[src/rtl/somador_pkg.sv]
// rtl/somador_pkg.sv - shared types and parameter helpers for the serial adder
package somador_pkg;

    typedef enum logic [1:0] {
        IDLE = 2'd0,
        RUN  = 2'd1,
        DONE = 2'd2
    } state_t;

    function automatic int calc_steps(input int width, input int digit);
        return width / digit;
    endfunction

    function automatic int calc_cnt_w(input int width, input int digit);
        return $clog2(width / digit) + 1;
    endfunction

    function automatic bit params_ok(input int width, input int digit);
        return (digit > 0) && (width >= 2) && (width % digit == 0);
    endfunction

endpackage

[src/rtl/somador_digit.sv]
// rtl/somador_digit.sv - combinational DIGIT-bit ripple adder slice
module somador_digit #(
    parameter int DIGIT = 1
) (
    input  logic [DIGIT-1:0] x,
    input  logic [DIGIT-1:0] y,
    input  logic             ci,
    output logic [DIGIT-1:0] s,
    output logic             co,
    output logic             c_msb
);

    logic [DIGIT:0] c;

    assign c[0] = ci;

    for (genvar i = 0; i < DIGIT; i++) begin : g_bit
        assign s[i]   = x[i] ^ y[i] ^ c[i];
        assign c[i+1] = (x[i] & y[i]) | (c[i] & (x[i] ^ y[i]));
    end

    assign co    = c[DIGIT];
    // carry into the slice's top bit; on the last step that is the word MSB
    assign c_msb = c[DIGIT-1];

endmodule

[src/rtl/somador_serial.sv]
// rtl/somador_serial.sv - multi-cycle adder reusing one DIGIT-bit slice per clock
module somador_serial
    import somador_pkg::*;
#(
    parameter int WIDTH = 8,
    parameter int DIGIT = 1
) (
    input  logic             clk,
    input  logic             rst,
    input  logic             start,
    input  logic [WIDTH-1:0] a,
    input  logic [WIDTH-1:0] b,
    input  logic             cin,
    output logic             busy,
    output logic             done,
    output logic [WIDTH-1:0] sum,
    output logic             cout,
    output logic             overflow
);

    localparam int STEPS = calc_steps(WIDTH, DIGIT);
    localparam int CW    = calc_cnt_w(WIDTH, DIGIT);

    if (!params_ok(WIDTH, DIGIT)) begin : g_bad_params
        $error("somador_serial: DIGIT must divide WIDTH and WIDTH must be >= 2");
    end

    state_t           state, state_nx;
    logic [WIDTH-1:0] a_sr, b_sr, r_sr, res_nx;
    logic             carry;
    logic [CW-1:0]    cnt;
    logic [DIGIT-1:0] slice_s;
    logic             slice_co, slice_cmsb;
    logic             last, accept;

    somador_digit #(.DIGIT(DIGIT)) u_digit (
        .x     (a_sr[DIGIT-1:0]),
        .y     (b_sr[DIGIT-1:0]),
        .ci    (carry),
        .s     (slice_s),
        .co    (slice_co),
        .c_msb (slice_cmsb)
    );

    // result fills from the top so the final step leaves it fully aligned
    if (DIGIT == WIDTH) begin : g_single
        assign res_nx = slice_s;
    end else begin : g_multi
        assign res_nx = {slice_s, r_sr[WIDTH-1:DIGIT]};
    end

    assign last = (cnt == CW'(STEPS - 1));
    assign busy = (state == RUN);
    assign done = (state == DONE);

    always_comb begin
        state_nx = state;
        accept   = 1'b0;
        case (state)
            IDLE: begin
                if (start) begin
                    state_nx = RUN;
                    accept   = 1'b1;
                end
            end
            RUN: begin
                if (last) state_nx = DONE;
            end
            DONE: begin
                if (start) begin
                    state_nx = RUN;
                    accept   = 1'b1;
                end else begin
                    state_nx = IDLE;
                end
            end
            default: state_nx = IDLE;
        endcase
    end

    always_ff @(posedge clk) begin
        if (rst) begin
            state    <= IDLE;
            a_sr     <= '0;
            b_sr     <= '0;
            r_sr     <= '0;
            carry    <= 1'b0;
            cnt      <= '0;
            sum      <= '0;
            cout     <= 1'b0;
            overflow <= 1'b0;
        end else begin
            state <= state_nx;
            if (accept) begin
                a_sr  <= a;
                b_sr  <= b;
                r_sr  <= '0;
                carry <= cin;
                cnt   <= '0;
            end else if (state == RUN) begin
                a_sr  <= a_sr >> DIGIT;
                b_sr  <= b_sr >> DIGIT;
                r_sr  <= res_nx;
                carry <= slice_co;
                cnt   <= cnt + CW'(1);
                if (last) begin
                    sum      <= res_nx;
                    cout     <= slice_co;
                    overflow <= slice_cmsb ^ slice_co;
                end
            end
        end
    end

endmodule

[config.mk]
export PLATFORM = sky130hd
export DESIGN_NAME = somador_serial
export DESIGN_NICKNAME = d
export VERILOG_FILES = /design/src/rtl/somador_pkg.sv /design/src/rtl/somador_digit.sv /design/src/rtl/somador_serial.sv
export SDC_FILE = /design/constraint.sdc
export NUM_CORES = 1
export LEC_CHECK = 0
export ABC_AREA = 1
export BUFFER_PORTS_ARGS = -buffer_cell sky130_fd_sc_hd__buf_2
export CORE_MARGIN = 5
export CORE_UTILIZATION = 30
export DETAILED_ROUTE_END_ITERATION = 7
export SLEW_MARGIN = 5
export SYNTH_ARGS = -nofsm -noshare
export SYNTH_HDL_FRONTEND = slang
export SYNTH_SLANG_ARGS = --single-unit
[constraint.sdc]
create_clock -name clk -period 3.5 [get_ports clk]
set_clock_uncertainty 0.2 [all_clocks]
set_input_delay 1.05 -clock clk [delete_from_list [all_inputs] [get_ports clk]]
set_output_delay 1.05 -clock clk [all_outputs]
set_load 0.05 [all_outputs]
==> out/results.txt, run 1 <==
Critical path buffer and inverter count: 2. The critical register-to-register path startpoint is state[0]. For this run the aggregate overflow at the end of global routing stands at 0. The number of antenna violations at the first check in global routing was 0; the maximum buffer depth of the clock tree was 2.

Dividing the final minimum period by the clock period gives 82.1%. The run gives 30.7% as the starting density of the core. The endpoint class of the critical path was a primary output.

In the detailed route, the total length drawn on met3 is 219 um. After floorplanning, the core was sized to cover 5470 um^2. The slowest stage of the critical path is the sky130_fd_sc_hd__dfxtp_1 cell. The logs give 317 for the number of cells in the design after placement and 1.78 mm for the wire length on met1. The number of enable flip-flop cells after synthesis came out at 0. At the pin with the least slew margin, the transition time is 0.425 ns. Detailed routing placed a total of 1.75 mm of wire on met2. STA puts the critical path data required time at 2.25 ns.

The type of the most critical hold path was reg -> reg. sky130_fd_sc_hd__dfxtp_1 takes more of the synthesized area than any other cell. Measured along the x axis, the die boundary spans 84.8 um.

The vias after detailed routing was 1,489; the vertical extent of the die was 84.8 um. Power spread over the standard cell area amounts to 469 nW/um^2. The post-synthesis cell count is 221, and the logic depth of the worst register-to-register path is 5. The tree is rooted in a sky130_fd_sc_hd__clkbuf_8. The final critical path time including I/O delays and setup came out at 2.87 ns. The via count normalized by instance count was 4.58. The tools report the number of warning messages in the yosys log as 0. The worst pin sits at a relative slew slack of 71.7%. The number of clock buffers added by TritonCTS is 5. Across the run, the number of max-cap violations was 0. The initialized floorplan defines 27 standard-cell rows.

The run gives 32 as the boundary pin count. Of the cells placed in the final design, the portion with a size suffix greater than 1 is 20.9%. The die footprint is 7200 um^2, and the highest ir drop seen on vdd is 0.192 mV. In this run the number of H-tree levels came out at 2.

In the final design database the tool counted 274 nets. The number of gates resized after cts is 0, and the upper clock frequency limit is 348 MHz. The number of nets in the synthesized netlist is 243.

Grouping stages by cell kind, the critical path spends the most delay in flip-flops. Across all register-to-register paths, the minimum setup slack is 1.69 ns. Once detailed placement completed, the half-perimeter wirelength came to 2.67 mm.

Total power for the finished layout comes to 0.922 mW. The final layout contains routed wiring with a total length of 3.83 mm. The run gives 40 as the count of clock tree sinks. For this run, the detailed router's first-pass iteration total came to 4. After synthesis, the largest area contributor takes up 47.7% of total cell area.

The flow ran to the end, and the final reports show no timing, DRC or antenna violations. In this run the post-CTS setup repair buffer count came out at 0. The number of nets with antenna violations after routing is 0. In the post-synthesis netlist, the biggest area contributors are sky130_fd_sc_hd__dfxtp_1 (48%), sky130_fd_sc_hd__nand2_1 (13%), sky130_fd_sc_hd__nor2_1 (5.8%), sky130_fd_sc_hd__a21oi_1 (5.4%), sky130_fd_sc_hd__nand3_1 (5.1%). Counting instances, the worst hold path has a depth of 2. After synthesis, the share of flip-flops with an asynchronous set or reset is 0%.

Tracing the worst setup path back leads to its startpoint at state[0]. STA classifies the critical path startpoint as a flip-flop. After the first detailed-routing iteration, the DRC count stood at 65. For the final routed database, the setup TNS stands at 0 ns. Setup repair after global routing left no endpoint under its margin. The wire length of the first global-routing pass is 6.78 mm, and the area growth from synthesis to final layout is 17.0%. Summing the sequential cell areas from Yosys gives 47.7% of the chip area.

Clock latency on the worst-skew pair, taken at its later pin, is 0.29 ns. Entering global routing, the biggest net connects 22 pins. The analysis attributes to cell leakage a power of 0.898 nW.

The run gives 0 as the quantity of hold-fixing buffers added after cts. TritonCTS built the clock tree. Synthesis inferred 40 register bits. After detailed routing, the number of remaining DRC violations is 0.

The worst hold path terminates at b_sr[6]. Most numerous cell in the Yosys netlist: sky130_fd_sc_hd__nand2_1. Data arrives at the worst endpoint at 1.62 ns.

For the via count of the first global-routing pass, the log shows 1,541. The number of buffers added on ports was 31. On the final layout, the worst hold slack is 0.268 ns. For the final number of max-transition violations, the log shows 0. The clock-pin slew of the registers on the worst-case setup and hold paths is 0.08 ns. The critical path is of the reg -> out type. Count of distinct cell types in the synthesized netlist: 23. The endpoint identified for the worst register-to-register timing path is sum[7]. The signal on the critical path passes through inv_4 > nor2_4 > buf_2. Number of hold-slack violations in the final timing report: 0. Across every metal layer, demand over resource in global routing totals 11.7%. The mapped netlist covers 1680 um^2.

Top flip-flop cell by instance count after synthesis: sky130_fd_sc_hd__dfxtp_1. The mean post-synth cell area came out at 7.60 um^2. The tools report the final estimated routing congestion in global placement as 0.726. On the worst path, the slowest cell contributes a delay of 0.59 ns.

Origin of the worst min-delay path: b_sr[6]. After detailed routing, the average wire length per cell comes to 11.8 um. By count the netlist is led by sky130_fd_sc_hd__nand2_1 (57), sky130_fd_sc_hd__dfxtp_1 (40), sky130_fd_sc_hd__nor2_1 (26).

The topmost layer with routed signal wires is met4. Setup violations remaining at the end of the flow were counted as 0. Count of antenna diodes in the layout: 0.

In this run the worst path has a maximum fanout of 17. The final cell count without fillers was 325.
==> worst max-delay path by stage <==
| stage | endpoint | slack, ns | cells past startpoint |
|---|---|---|---|
| 2_1_floorplan | done | 1.12 | 2 |
| 3_3_place_gp | busy | 0.97 | 3 |
| 3_5_place_dp | busy | 0.95 | 3 |
| 4_1_cts | busy | 0.62 | 3 |
| 5_1_grt | busy | 0.54 | 3 |
| 6_report | busy | 0.63 | 3 |
==> worst register-to-register path, cell delays in order (launching register included) <==
cell,delay [ns]
sky130_fd_sc_hd__dfxtp_1,0.59
sky130_fd_sc_hd__inv_4,0.09
sky130_fd_sc_hd__nor2_4,0.31
sky130_fd_sc_hd__nand3_2,0.29
sky130_fd_sc_hd__nand3_1,0.14
sky130_fd_sc_hd__o21ai_0,0.08
==> cell families after synthesis <==
logic type / synth area share [%]
fa+ha+maj: 1.94
xor+xnor: 0.521
simple gates: 31.4
compound gates: 10.6
flops: 47.7
buf+inv: 7.89
==> sequential cells by signal, summed over array words and instances (netlist names) <==
signal and cells:
r_sr 7, a_sr 8, state 2, carry 1, cout 1, sum 8
cnt 4, overflow 1, b_sr 8
==> placed cells by master, fill, tap and decap left out, drive strengths merged <==
cell	netlist	final
nand2	61	61
dfxtp	40	40
buf	7	31
nor2	29	29
a21oi	18	18
nand3	18	18
inv	18	18
o21ai	15	15
nor3	9	9
clkbuf	0	6
clkinvlp	0	2
nor3b	1	1
clkinv	1	1
a211oi	1	1
xor2	1	1
fa	1	1
ha	1	1
==> final cells by class <==
cell class                      instances  area (um^2)
Sequential cell                        40          801
Clock inverter                          2         15.0
Inverter                               19         75.1
Clock buffer                            6         82.6
Timing Repair Buffer                   31          155
Tap cell                               72         90.1
Fill cell                             597         3510
Multi-Input combinational cell        155          747
==> per-layer routing <==
layer  track usage [%]  vias up
li1                  -      775
met1              13.4      680
met2              20.0       28
met3              3.69        6
met4              5.18        0
met5                 0        -
==> through the flow <==
step,area [um^2],util [%],setup WS (ns)
3_5_place_dp,1870,34.1,0.953
6_report,1970,35.9,0.627
5_1_grt,1970,35.9,0.539
3_3_place_gp,1870,34.1,0.972
4_1_cts,1970,35.9,0.624
2_1_floorplan,1680,-,1.12
==> power breakdown <==
| part | switching, mW | internal [mW] |
|---|---|---|
| logic | 0.0681 | 0.0367 |
| registers | 0.0153 | 0.477 |
| clock network | 0.166 | 0.160 |
Power figures use the tool's default switching activity.
==> run 2, diff against run 1 <==
clock period = 2.4 ns   (was 3.5 ns; I/O delays follow)
==> out/results.txt, run 2 (synthesis gave the netlist of run 1 again) <==
The detailed-route wire length per cell came out at 11.8 um (+0.45%). The tools report the detailed-placement wirelength estimate as 2.73 mm (+2.2%). The power per unit of standard cell area works out to 714 nW/um^2 (+52%).

The largest registers in the layout are a_sr x8, b_sr x8, sum x8. In this run the worst hold path is classified as reg -> reg. The number of cells in the design after placement was 319 (+0.63%).

The count of antenna diodes in the layout was 0 (unchanged). The data arrival time of the critical path came out at 1.37 ns (-0.25 ns). The startpoint identified for the worst register-to-register timing path is state[0]. The tools report the endpoint class of the critical path as a primary output. The worst setup path is of the reg -> out kind.

Clock insertion delay at the later pin of the skew report: 0.29 ns (about the same). The DRC violation count after routing is 0 (unchanged). The maximum net fanout on the critical path is 9 (-8), and the number of hold-slack violations in the final timing report is 0 (unchanged). The run finished with clean final reports. The launch point of the critical path is state[0].

For the via count of the first global-routing pass, the log shows 1,460 (-5.3%). The run gives 3.87 mm (+1.1%) as the final wirelength. The tools report the total negative slack for setup checks as 0 ns (unchanged). The library cell used most frequently in the layout, excluding fill and tap cells, is sky130_fd_sc_hd__nand2_1. The run gives 30.7% (unchanged) as the starting density of the core.

The logs give 0.269 mV (+40%) for the highest ir drop seen on vdd and 0.107 ns (-0.520 ns) for the setup slack of the critical path after layout. The logs give 0.748 (+3.0%) for the final estimated routing congestion in global placement and 2 (unchanged) for the maximum buffer depth of the clock tree. The count of clock tree sinks is 40 (unchanged). Deepest level of the CTS H-tree: 2 (unchanged).

The total leakage power is 0.918 nW (+2.3%), and the total design power is 1.42 mW (+54%). For the final number of max-transition violations, the log shows 0 (unchanged). Number of nets with antenna violations after routing: 0 (unchanged). The quantity of hold-fixing buffers added after cts was 0 (unchanged). The logs give 1990 um^2 (+1.5%) for the total non-filler cell area in the finished layout and 0 (unchanged) for the number of max-capacitance violations reported. The logic depth of the worst register-to-register path is 6 (+1). Upper clock frequency limit: 436 MHz.

The final cell count without fillers came out at 327 (+0.62%). The startpoint type of the worst setup path was a flip-flop. The worst setup slack for register-to-register paths is 0.61 ns (-1.08 ns), and the largest net degree at the start of global routing is 22 (unchanged). The logs give 0 (unchanged) for the number of buffers inserted by post-CTS setup repair and 32 (unchanged) for the boundary pin count. The hold-critical path depth was 2 (unchanged). The minimum setup slack after placement was 0.432 ns (-0.520 ns). The max-slew headroom at the worst pin is 70.8% (-0.85 points), and the final setup violation count is 0 (unchanged). The TritonCTS buffer count was 5 (unchanged); the placed instance area was 1880 um^2 (+0.80%). The horizontal die dimension is 84.8 um (unchanged), and the clock-pin slew of the registers on the worst-case setup and hold paths is 0.08 ns (about the same).

The run gives 6.67 mm (-1.5%) as the wire length of the first global-routing pass. The floorplan core area is 5470 um^2 (unchanged). The vertical extent of the die works out to 84.8 um (unchanged). The tools report the violation count after the first detailed-routing iteration as 84 (+29%). Master cell of the clock root buffer: sky130_fd_sc_hd__clkbuf_8. Setup repair after global routing left no endpoint under its margin. In the finished design, the share of the clock period the worst path needs comes to 95.5%.

The tools report the aggregate global-route resource usage as 11.5% (-0.24 points). The number of antenna violations at the first check in global routing was 0 (unchanged). Via count normalized by instance count: 4.50 (-1.8%).

The final critical path time including I/O delays and setup was 2.29 ns. For the required time reported for the critical path endpoint, the log shows 1.48 ns (-0.77 ns). Compared with the post-synthesis result, the final layout area differs by 18.7%. The tools report the floorplan row count as 27 (unchanged).

The number of buffers added on ports was 31 (unchanged). The critical path ends at busy. The number of gates resized after cts came out at 0 (unchanged).

The transition time at the pin with the least slew margin was 0.437 ns (+0.0127 ns); the net count of the finished layout was 276 (+0.73%). In the layout the commonest cells are sky130_fd_sc_hd__nand2_1 (57), sky130_fd_sc_hd__dfxtp_1 (40), sky130_fd_sc_hd__buf_2 (31), sky130_fd_sc_hd__nor2_1 (26), sky130_fd_sc_hd__a21oi_1 (18). The tools report the vias after detailed routing as 1,471 (-1.2%). The reg-to-reg critical path endpoint is sum[1].

The fraction of layout cells with a size suffix above 1 was 21.6% (+0.62 points); the overflow left after global routing was 0 (unchanged). TritonCTS built the clock tree. The length of the first detailed-routing pass in iterations was 4 (unchanged); the die footprint was 7200 um^2 (unchanged).
run 2: cell types whose count changed in the layout (fill, tap and decap cells not counted), sizes merged:
cell | previous run | this run
buf | 31 | 33
bufinv | 0 | 1
clkinvlp | 2 | 1
clkinv | 1 | 2
clkbuf | 6 | 5
run 2: worst min-delay path by stage:
stage / from / to
6_report: a_sr[3] / a_sr[3]
3_3_place_gp: a_sr[3] / a_sr[3]
2_1_floorplan: r_sr[7] / sum[6]
3_5_place_dp: b_sr[6] / b_sr[6]
4_1_cts: a_sr[3] / a_sr[3]
5_1_grt: a_sr[3] / a_sr[3]
run 2: area by class of cell:
class,instances,area (um^2)
Fill cell,626,3480
Clock buffer,5,68.8
Inverter,19,75.1
Sequential cell,40,801
Timing Repair Buffer,33,170
Tap cell,72,90.1
Clock inverter,3,42.5
Multi-Input combinational cell,155,747
run 2: where the power goes:
part	switching [mW]	internal, mW
clock	0.243	0.308
sequential	0.0223	0.695
combinational	0.100	0.0555
run 2: critical path: stages, from the launching register on:
cell	delay [ns]
sky130_fd_sc_hd__dfxtp_1	0.60
sky130_fd_sc_hd__inv_4	0.09
sky130_fd_sc_hd__nor2_4	0.12
sky130_fd_sc_hd__buf_2	0.27
run 2: layer usage:
layer / wire length [um] / share of wire, % / vias up / track usage, %
met2: 1770 / 46 / 23 / 19.3
met3: 190 / 4.9 / 4 / 3.40
met1: 1860 / 48 / 671 / 14.0
met4: 45 / 1.2 / 0 / 3.88
li1: - / - / 773 / -
met5: 0 / 0 / - / 0
run 2: through the flow:
stage / util, % / hold WS, ns
global route: 36.4 / 0.296
global placement: 34.4 / 0.256
finish: 36.4 / 0.267
floorplan: - / 0.235
detailed placement: 34.4 / 0.259
CTS: 36.4 / 0.271
